==> config.mk <==
export PLATFORM = sky130hd
export DESIGN_NAME = sbox_share_scheduler
export DESIGN_NICKNAME = d
export VERILOG_FILES = /design/src/rtl/sbox_share_scheduler_pkg.sv /design/src/rtl/sbox_share_scheduler_sbox_word.sv /design/src/rtl/sbox_share_scheduler.sv
export SDC_FILE = /design/constraint.sdc
export NUM_CORES = 2
export LEC_CHECK = 0
export CAP_MARGIN = 25
export CELL_PAD_IN_SITES_DETAIL_PLACEMENT = 0
export CELL_PAD_IN_SITES_GLOBAL_PLACEMENT = 1
export CORE_MARGIN = 5
export CORE_UTILIZATION = 47
export CTS_CLUSTER_DIAMETER = 100
export CTS_CLUSTER_SIZE = 12
export DETAILED_ROUTE_END_ITERATION = 8
export HOLD_SLACK_MARGIN = 0.1
export PLACE_DENSITY_LB_ADDON = 0.12
export SYNTH_ARGS = -nofsm -noshare
export SYNTH_HDL_FRONTEND = slang
export SYNTH_SLANG_ARGS = --single-unit
==> constraint.sdc <==
create_clock -name clk -period 29 [get_ports clk]
set_clock_uncertainty 0.1 [all_clocks]
set_input_delay 4.35 -clock clk [delete_from_list [all_inputs] [get_ports clk]]
set_output_delay 4.35 -clock clk [all_outputs]
set_load 0.005 [all_outputs]
==> src/rtl/sbox_share_scheduler_pkg.sv <==
// Shared definitions for the time-multiplexed S-box lane: AES S-box table,
// scheduler state encoding and datapath widths.
package sbox_share_scheduler_pkg;

  localparam int WORD_W  = 32;
  localparam int STATE_W = 128;

  typedef enum logic [1:0] {
    IDLE    = 2'd0,
    ST_PASS = 2'd1,
    KW_PASS = 2'd2
  } sched_state_e;

  localparam logic [7:0] SBOX [256] = '{
    8'h63, 8'h7c, 8'h77, 8'h7b, 8'hf2, 8'h6b, 8'h6f, 8'hc5, 8'h30, 8'h01, 8'h67, 8'h2b, 8'hfe, 8'hd7, 8'hab, 8'h76,
    8'hca, 8'h82, 8'hc9, 8'h7d, 8'hfa, 8'h59, 8'h47, 8'hf0, 8'had, 8'hd4, 8'ha2, 8'haf, 8'h9c, 8'ha4, 8'h72, 8'hc0,
    8'hb7, 8'hfd, 8'h93, 8'h26, 8'h36, 8'h3f, 8'hf7, 8'hcc, 8'h34, 8'ha5, 8'he5, 8'hf1, 8'h71, 8'hd8, 8'h31, 8'h15,
    8'h04, 8'hc7, 8'h23, 8'hc3, 8'h18, 8'h96, 8'h05, 8'h9a, 8'h07, 8'h12, 8'h80, 8'he2, 8'heb, 8'h27, 8'hb2, 8'h75,
    8'h09, 8'h83, 8'h2c, 8'h1a, 8'h1b, 8'h6e, 8'h5a, 8'ha0, 8'h52, 8'h3b, 8'hd6, 8'hb3, 8'h29, 8'he3, 8'h2f, 8'h84,
    8'h53, 8'hd1, 8'h00, 8'hed, 8'h20, 8'hfc, 8'hb1, 8'h5b, 8'h6a, 8'hcb, 8'hbe, 8'h39, 8'h4a, 8'h4c, 8'h58, 8'hcf,
    8'hd0, 8'hef, 8'haa, 8'hfb, 8'h43, 8'h4d, 8'h33, 8'h85, 8'h45, 8'hf9, 8'h02, 8'h7f, 8'h50, 8'h3c, 8'h9f, 8'ha8,
    8'h51, 8'ha3, 8'h40, 8'h8f, 8'h92, 8'h9d, 8'h38, 8'hf5, 8'hbc, 8'hb6, 8'hda, 8'h21, 8'h10, 8'hff, 8'hf3, 8'hd2,
    8'hcd, 8'h0c, 8'h13, 8'hec, 8'h5f, 8'h97, 8'h44, 8'h17, 8'hc4, 8'ha7, 8'h7e, 8'h3d, 8'h64, 8'h5d, 8'h19, 8'h73,
    8'h60, 8'h81, 8'h4f, 8'hdc, 8'h22, 8'h2a, 8'h90, 8'h88, 8'h46, 8'hee, 8'hb8, 8'h14, 8'hde, 8'h5e, 8'h0b, 8'hdb,
    8'he0, 8'h32, 8'h3a, 8'h0a, 8'h49, 8'h06, 8'h24, 8'h5c, 8'hc2, 8'hd3, 8'hac, 8'h62, 8'h91, 8'h95, 8'he4, 8'h79,
    8'he7, 8'hc8, 8'h37, 8'h6d, 8'h8d, 8'hd5, 8'h4e, 8'ha9, 8'h6c, 8'h56, 8'hf4, 8'hea, 8'h65, 8'h7a, 8'hae, 8'h08,
    8'hba, 8'h78, 8'h25, 8'h2e, 8'h1c, 8'ha6, 8'hb4, 8'hc6, 8'he8, 8'hdd, 8'h74, 8'h1f, 8'h4b, 8'hbd, 8'h8b, 8'h8a,
    8'h70, 8'h3e, 8'hb5, 8'h66, 8'h48, 8'h03, 8'hf6, 8'h0e, 8'h61, 8'h35, 8'h57, 8'hb9, 8'h86, 8'hc1, 8'h1d, 8'h9e,
    8'he1, 8'hf8, 8'h98, 8'h11, 8'h69, 8'hd9, 8'h8e, 8'h94, 8'h9b, 8'h1e, 8'h87, 8'he9, 8'hce, 8'h55, 8'h28, 8'hdf,
    8'h8c, 8'ha1, 8'h89, 8'h0d, 8'hbf, 8'he6, 8'h42, 8'h68, 8'h41, 8'h99, 8'h2d, 8'h0f, 8'hb0, 8'h54, 8'hbb, 8'h16
  };

  function automatic logic [7:0] sbox_byte(input logic [7:0] b);
    return SBOX[b];
  endfunction

endpackage

==> src/rtl/sbox_share_scheduler_sbox_word.sv <==
// One 32-bit S-box lane: four independent combinational byte S-boxes,
// byte positions preserved.
module sbox_share_scheduler_sbox_word
  import sbox_share_scheduler_pkg::*;
(
  input  logic [WORD_W-1:0] i_word,
  output logic [WORD_W-1:0] o_word
);

  for (genvar g = 0; g < WORD_W / 8; g++) begin : g_byte
    assign o_word[8*g +: 8] = sbox_byte(i_word[8*g +: 8]);
  end

endmodule

==> src/rtl/sbox_share_scheduler.sv <==
// Shares one 32-bit S-box lane between a 128-bit SubBytes requester (four
// word passes) and a 32-bit SubWord requester that may be slotted between passes.
module sbox_share_scheduler
  import sbox_share_scheduler_pkg::*;
#(
  parameter bit KEY_PRIORITY = 1'b1,
  parameter bit KEY_PREEMPT  = 1'b1
) (
  input  logic               clk,
  input  logic               rst,
  input  logic               st_valid,
  output logic               st_ready,
  input  logic [STATE_W-1:0] st_data,
  output logic               st_done,
  output logic [STATE_W-1:0] st_result,
  input  logic               kw_valid,
  output logic               kw_ready,
  input  logic [WORD_W-1:0]  kw_word,
  output logic               kw_done,
  output logic [WORD_W-1:0]  kw_result,
  output logic               busy
);

  sched_state_e       r_state;
  logic [STATE_W-1:0] r_st_buf;
  logic [WORD_W-1:0]  r_kw_buf;
  logic [1:0]         r_cnt;
  logic               r_resume;
  logic               r_st_done;
  logic               r_kw_done;
  logic [STATE_W-1:0] r_st_result;
  logic [WORD_W-1:0]  r_kw_result;

  logic [WORD_W-1:0]  w_lane_in;
  logic [WORD_W-1:0]  w_lane_out;
  logic               w_idle;
  logic               w_st_pass;
  logic               w_st_ready;
  logic               w_kw_ready;
  logic               w_st_acc;
  logic               w_kw_acc;

  // Word cnt=i lives at bits [127-32i -: 32]; {~cnt, 5'd31} is that top index.
  always_comb begin
    w_idle     = (r_state == IDLE);
    w_st_pass  = (r_state == ST_PASS);
    w_st_ready = w_idle && !(kw_valid && KEY_PRIORITY);
    w_kw_ready = (w_idle && (KEY_PRIORITY || !st_valid)) || (w_st_pass && KEY_PREEMPT);
    w_st_acc   = st_valid && w_st_ready;
    w_kw_acc   = kw_valid && w_kw_ready;
    if (r_state == KW_PASS) begin
      w_lane_in = r_kw_buf;
    end else begin
      w_lane_in = r_st_buf[{~r_cnt, 5'd31} -: WORD_W];
    end
  end

  sbox_share_scheduler_sbox_word u_lane (
    .i_word (w_lane_in),
    .o_word (w_lane_out)
  );

  // Scheduler FSM with registered results and done pulses.
  always_ff @(posedge clk or posedge rst) begin
    if (rst) begin
      r_state     <= IDLE;
      r_st_buf    <= {STATE_W{1'b0}};
      r_kw_buf    <= {WORD_W{1'b0}};
      r_cnt       <= 2'd0;
      r_resume    <= 1'b0;
      r_st_done   <= 1'b0;
      r_kw_done   <= 1'b0;
      r_st_result <= {STATE_W{1'b0}};
      r_kw_result <= {WORD_W{1'b0}};
    end else begin
      r_st_done <= 1'b0;
      r_kw_done <= 1'b0;
      case (r_state)
        IDLE: begin
          if (w_kw_acc) begin
            r_kw_buf <= kw_word;
            r_resume <= 1'b0;
            r_state  <= KW_PASS;
          end else if (w_st_acc) begin
            r_st_buf <= st_data;
            r_cnt    <= 2'd0;
            r_state  <= ST_PASS;
          end else begin
            r_state <= IDLE;
          end
        end
        ST_PASS: begin
          r_st_result[{~r_cnt, 5'd31} -: WORD_W] <= w_lane_out;
          r_cnt <= r_cnt + 2'd1;
          if (r_cnt == 2'd3) begin
            r_st_done <= 1'b1;
          end
          // A key taken on the last pass completes the state now and returns to IDLE.
          if (w_kw_acc) begin
            r_kw_buf <= kw_word;
            r_resume <= (r_cnt != 2'd3);
            r_state  <= KW_PASS;
          end else if (r_cnt == 2'd3) begin
            r_state <= IDLE;
          end else begin
            r_state <= ST_PASS;
          end
        end
        KW_PASS: begin
          r_kw_result <= w_lane_out;
          r_kw_done   <= 1'b1;
          r_state     <= r_resume ? ST_PASS : IDLE;
        end
        default: begin
          r_state <= IDLE;
        end
      endcase
    end
  end

  assign st_ready  = w_st_ready;
  assign kw_ready  = w_kw_ready;
  assign st_done   = r_st_done;
  assign kw_done   = r_kw_done;
  assign st_result = r_st_result;
  assign kw_result = r_kw_result;
  assign busy      = (r_state != IDLE);

endmodule
# After elaboration in Yosys (flattened, before gate mapping)
# Memories as Yosys holds them, arrays and structs flattened.
# Index checks and enable logic that the tools add are counted.
[totals] register_bits=327 inputBits=164 memories=4 mem_bits_ro=8192 word_cells=74
[mem_list] memory="(no name shown)" words=256 word_bits=8 rd=1 rd_clocked_by_memory_dff=0 wr=0 line_no="sbox_share_scheduler_pkg.sv:34" rtl="return SBOX[b];"
[mem_list] memory="(no name shown)" words=256 word_bits=8 rd=1 rd_clocked_by_memory_dff=0 wr=0 line_no="sbox_share_scheduler_pkg.sv:34"
[mem_list] memory="(no name shown)" words=256 word_bits=8 rd=1 rd_clocked_by_memory_dff=0 wr=0 line_no="sbox_share_scheduler_pkg.sv:34"
[mem_list] memory="(no name shown)" words=256 word_bits=8 rd=1 rd_clocked_by_memory_dff=0 wr=0 line_no="sbox_share_scheduler_pkg.sv:34"
[op_classes] add_sub_neg=2 muxes=25 bitwise=6 n_reduce_logical=13 n_shift=3 eq_ne=8 n_lt_le_gt_ge=4
[op_table] op="32-bit by 9-bit variable shift with 159-bit output (first input constant)" count=1
[op_table] op="159-bit by 8-bit indexed part select with 32-bit output" count=1
[op_table] op="32-bit by 9-bit indexed part select with 159-bit output" count=1
[op_table] op="128-bit bitwise mux" count=1
[op_table] op="8-bit two-way mux" count=8
[op_table] op="9-bit greater-or-equal comparator (second input constant)" count=4
[op_table] op="8-bit NOT with 9-bit output" count=4
[op_table] op="32-bit two-way mux" count=1
[op_table] op="7-bit negation with 9-bit output" count=1
[op_table] op="3-bit AND reduction" count=3
[op_table] op="1-bit two-way mux" count=8
[op_table] op="2-bit two-way mux" count=4
[op_table] op="2-bit by 1-bit != test with 1-bit output (second input constant)" count=3
[op_table] op="2-bit case mux with 3 select lines" count=1
[op_table] op="2-bit == test (second input constant)" count=2
[op_table] op="2-bit != test (second input constant)" count=2
[op_table] op="2-bit case mux with 2 select lines" count=1
[op_table] op="2-bit nonzero test" count=2
[op_table] op="1-bit logical AND" count=3
[op_table] op="2-bit by 1-bit adder with 2-bit output (second input constant)" count=1
[op_table] op="2-bit by 1-bit == test with 1-bit output (second input constant)" count=1
[op_table] op="2-bit logical NOT" count=1
[op_table] op="2-bit NOT" count=1
[op_table] op="1-bit case mux with 2 select lines" count=1
[op_table] op="5 further kinds" count=5

# Depth between registers and ports, before layout
[logic_depth] ltp_word=9 depth_mapped=19 depth_no_buf=15

# By module
# A second synthesis with hierarchy kept.
[hier_totals] hier_cells=3380 area_unflattened_um2=26758.2
[modules_own_cells] mod="sbox_share_scheduler" cells_each=1215 area_per_inst_um2=13659.4 n_inst=1
[modules_own_cells] mod="sbox_share_scheduler_sbox_word" cells_each=2165 area_per_inst_um2=13098.8 n_inst=1

# Least setup slack after synthesis
# Ideal clock, no wire load.
[synth_timing] kind="input-to-output" startpoint="input kw_valid" endpoint="output st_ready" path_slack_ns=20.094 n_path_buf=0 stages=1 required_time_ns=24.550 t_arrival_ns=4.456 path_cell_list="nor2_1"
[synth_via] elab_chain_cells=2
[synth_rtl] item="start: declaration" line_no="sbox_share_scheduler.sv:16" rtl="input logic kw_valid,"
[synth_rtl] item="1-bit logical NOT" line_no="sbox_share_scheduler.sv:47" rtl="w_st_ready = w_idle && !(kw_valid && KEY_PRIORITY);"
[synth_rtl] item="1-bit logical AND" line_no="sbox_share_scheduler.sv:47"
[synth_rtl] item="end: declaration" line_no="sbox_share_scheduler.sv:12" rtl="output logic st_ready,"
# No other way between the ends.

# Worst setup path after layout
# Same ends and word-level chain as after synthesis.

==> impl_metrics.py <==
metrics = {
    "sta": {
        "setup_ws_ps": 19050,
        "finalCritPeriodShare_pct": 34.3,
        "tightest_slew_ps": 1150,
        "min_period_ps": 9950,
        "rsz0062_at_grt": "no",
        "hold_viol_final": 0,
        "setup_viol": 0,
        "finalSetupTns_ps": 0,
        "drv_slew": 0,
        "fmax_mhz": 101,
        "slew-limit-headroom_pct": 22.7,
    },
    "logic_synthesis": {
        "synth_nets": 3529,
        "ys_seq_area_share_pct": 29.7,
        "yosysWarnings": 0,
        "synth-edff-count": 0,
        "synthCells": 3305,
        "synth_seq_cells": 327,
        "yosysTopAreaCell": "dfrtp_1",
        "synthTopCellsByArea": "dfrtp_1 30%, mux2_2 7.2%, nand2_1 4.7%, o21ai_0 3.7%, a21oi_1 3.6%",
        "ys_async_sr_fraction_pct": 100,
        "syn-cell-area_mm2": 0.0275,
        "synthFlopType": "dfrtp_1",
        "syn_avg_cell_area_um2": 8.33,
        "synth_top_area_share_pct": 29.7,
        "yosysUniqueCellTypes": 102,
    },
    "power": {
        "pwr-share-seq_pct": 14.7,
        "swShare_pct": 58.4,
        "ir_drop_v": 0.000143,
        "switchingPower_mw": 2.76,
        "p_comb_share_pct": 76.2,
        "power_leakage_nw": 12.2,
        "p_int_mw": 1.97,
        "power_density_mw_per_mm2": 147,
        "clkPwrFrac_pct": 9.1,
    },
    "clocking": {
        "cts_made_buffers": 35,
        "cts_root_buf": "clkbuf_16",
        "post_cts_resized": 0,
        "clkTransAtPathRegs_ps": 70,
        "clk_latency_ps": 580,
        "cts_tree": "built",
        "hold_buffers": 0,
        "htree_levels": 2,
        "cts_sinks": 327,
        "cts_setup_buffers": 0,
        "cts_buffer_depth": 3,
    },
    "layout": {
        "layout-area-overhead-vs-synth_pct": 16.5,
        "final_area_mm2": 0.0321,
        "n_fill_cell": 5314,
        "final_common_cell": "nand2_1",
        "final_cell_mix": "341 x nand2_1, 328 x clkdlybuf4s50_1, 325 x dfrtp_1, 204 x o21ai_0, 199 x a21oi_1",
        "drive_above_1_share_pct": 12.9,
        "nets": 3640,
    },
    "floorplanning": {
        "die_area_mm2": 0.0635,
        "io_pins": 329,
        "core_mm2": 0.0578,
        "start_util_pct": 47.6,
        "die_x_um": 252,
        "fp.dieH_um": 252,
        "num_rows": 88,
    },
    "placed_design": {
        "dp_slack_ps": 19050,
        "gp_congestion": 1.07,
        "hpwl_mm": 91.2,
        "port-buffer-count": 328,
        "dpl_cell_area_mm2": 0.0309,
    },
    "grt": {
        "antenna_found_initial": 21,
        "grt_max_degree": 120,
        "grt_pass1_vias": 29432,
        "grt_pass1_wl_mm": 196,
        "grt_overflow": 0,
        "grtUsageTotal_pct": 39.5,
    },
    "worst_setup_path": {
        "worstSetupEndpointType": "output pin",
        "reg2regPathDepth": 14,
        "worstSetupPathType": "in2out",
        "worstPathArrival_ps": 5500,
        "critPathRequiredTime_ps": 24550,
        "reg2reg_from": "r_cnt[0]",
        "path_max_fanout": 4,
        "startpoint_type": "input pin",
        "crit_start": "kw_valid",
    },
    "status": {
        "status": "finished, violations left",
        "violations": "design-rule violations",
    },
    "detailed_routing": {
        "drt_wl_total_mm": 133,
        "via_per_inst": 7.45,
        "via_count": 31379,
        "drtAntennaViolNets": 0,
        "drt-wirelength-per-cell_um": 31.6,
        "drc": 14,
        "drtIter0Drc": 5379,
        "first_pass_iters": 9,
    },
    "hold_path": {
        "hold_path.class": "reg2reg",
        "hold_depth": 2,
        "worstHoldStart": "kw_result[16]",
    },
    "run": {
        "cap_violations": 0,
    },
}
area by class of cell:
type	count	area [um^2]	share of cell area (%)
inverter	39	154	0.480
clock inverter	8	92.6	0.289
tap	765	957	2.99
sequential	327	8190	25.5
clock buffer	39	922	2.88
antenna	22	55.1	0.172
timing repair buffer	437	4120	12.8
multi-input combinational	2576	17600	54.8
synthesized netlist by cell type, types with 12 or more instances:
| cell type | instances |
|---|---|
| o22ai_1 | 27 |
| a21oi_1 | 199 |
| a2111oi_0 | 29 |
| nand2_1 | 342 |
| a21o_1 | 12 |
| a211o_1 | 26 |
| o311ai_0 | 29 |
| ha_1 | 60 |
| a22oi_1 | 13 |
| nor3_1 | 120 |
| clkbuf_1 | 172 |
| nand4_1 | 56 |
| and3_1 | 36 |
| nor2_1 | 185 |
| o21ai_0 | 204 |
| inv_1 | 29 |
| o21ai_1 | 79 |
| a32oi_1 | 14 |
| buf_4 | 26 |
| a221oi_1 | 24 |
| or3_1 | 15 |
| o2111ai_1 | 26 |
| dfrtp_1 | 327 |
| mux2i_1 | 53 |
| a311o_1 | 14 |
| mux4_2 | 12 |
| buf_2 | 129 |
| nor4_1 | 28 |
| a211oi_1 | 71 |
| nand3_1 | 122 |
| mux2_2 | 177 |
| and2_1 | 14 |
| buf_6 | 13 |
| o211ai_1 | 71 |
| o31ai_1 | 50 |
| a31oi_1 | 85 |
| a311oi_1 | 31 |
| a22o_1 | 54 |
| o32ai_1 | 24 |
| o311a_1 | 14 |
| buf_1 | 23 |
| o221ai_1 | 36 |
state kept, by name, summed over array words and instances (netlist names):
signal / count
kw_done: 1
kw_result: 32
r_cnt: 2
r_kw_buf: 32
r_resume: 1
r_st_buf: 128
r_state: 2
st_done: 1
st_result: 128
worst max-delay path, cell delays in order:
cell,delay (ps)
clkdlybuf4s50_1,490
nor2_1,140
clkdlybuf4s50_1,520
metal layers:
layer  up-vias  track usage (%)  share of wire [%]
met5         -                0             0.0060
met4         2             21.3                7.1
met3       623             9.96                 12
met2      2632             59.4                 43
met1     15057             52.4                 37
li1      13065                -                  -
power by group through the flow:
stage               Clock [mW]  Combinational, mW  Sequential, mW
floorplan                    0               2.17           0.673
global placement             0               3.41           0.690
detailed placement           0               3.39           0.699
CTS                      0.434               3.40           0.694
global route             0.451               3.72           0.709
finish                   0.429               3.60           0.694
worst paths after layout:
kind                                  to  slack [ps]
max                             st_ready       19050
min in group asynchronous  r_st_buf[116]        4260
max reg2reg                st_result[22]       22080
min                        kw_result[16]         380
max in group asynchronous  st_result[85]       21600
min reg2reg                kw_result[16]         380
per-stage QoR:
step | total power [mW] | utilization, % | instances | hold WS, ps
CTS | 4.53 | 55.3 | 4185 | 382
finish | 4.73 | 55.5 | 4213 | 380
global placement | 4.10 | 53.4 | 4132 | 359
global route | 4.88 | 55.5 | 4211 | 401
detailed placement | 4.09 | 53.5 | 4138 | 366
floorplan | 2.84 | - | 3305 | 367
cell families (layout without fill, tap and decap cells):
logic type	count (synthesis)	after routing	synth area share (%)
adder cells (fa/ha/maj)	60	60	2.73
buffers and inverters	402	523	6.78
multiplexers	258	258	11.0
flip-flops	327	327	29.7
other	0	22	0
AO/OA/AOI/OAI	1252	1252	31.9
AND/OR/NAND/NOR	998	998	17.6
XOR/XNOR	8	8	0.255
Power figures use the tool's default switching activity.
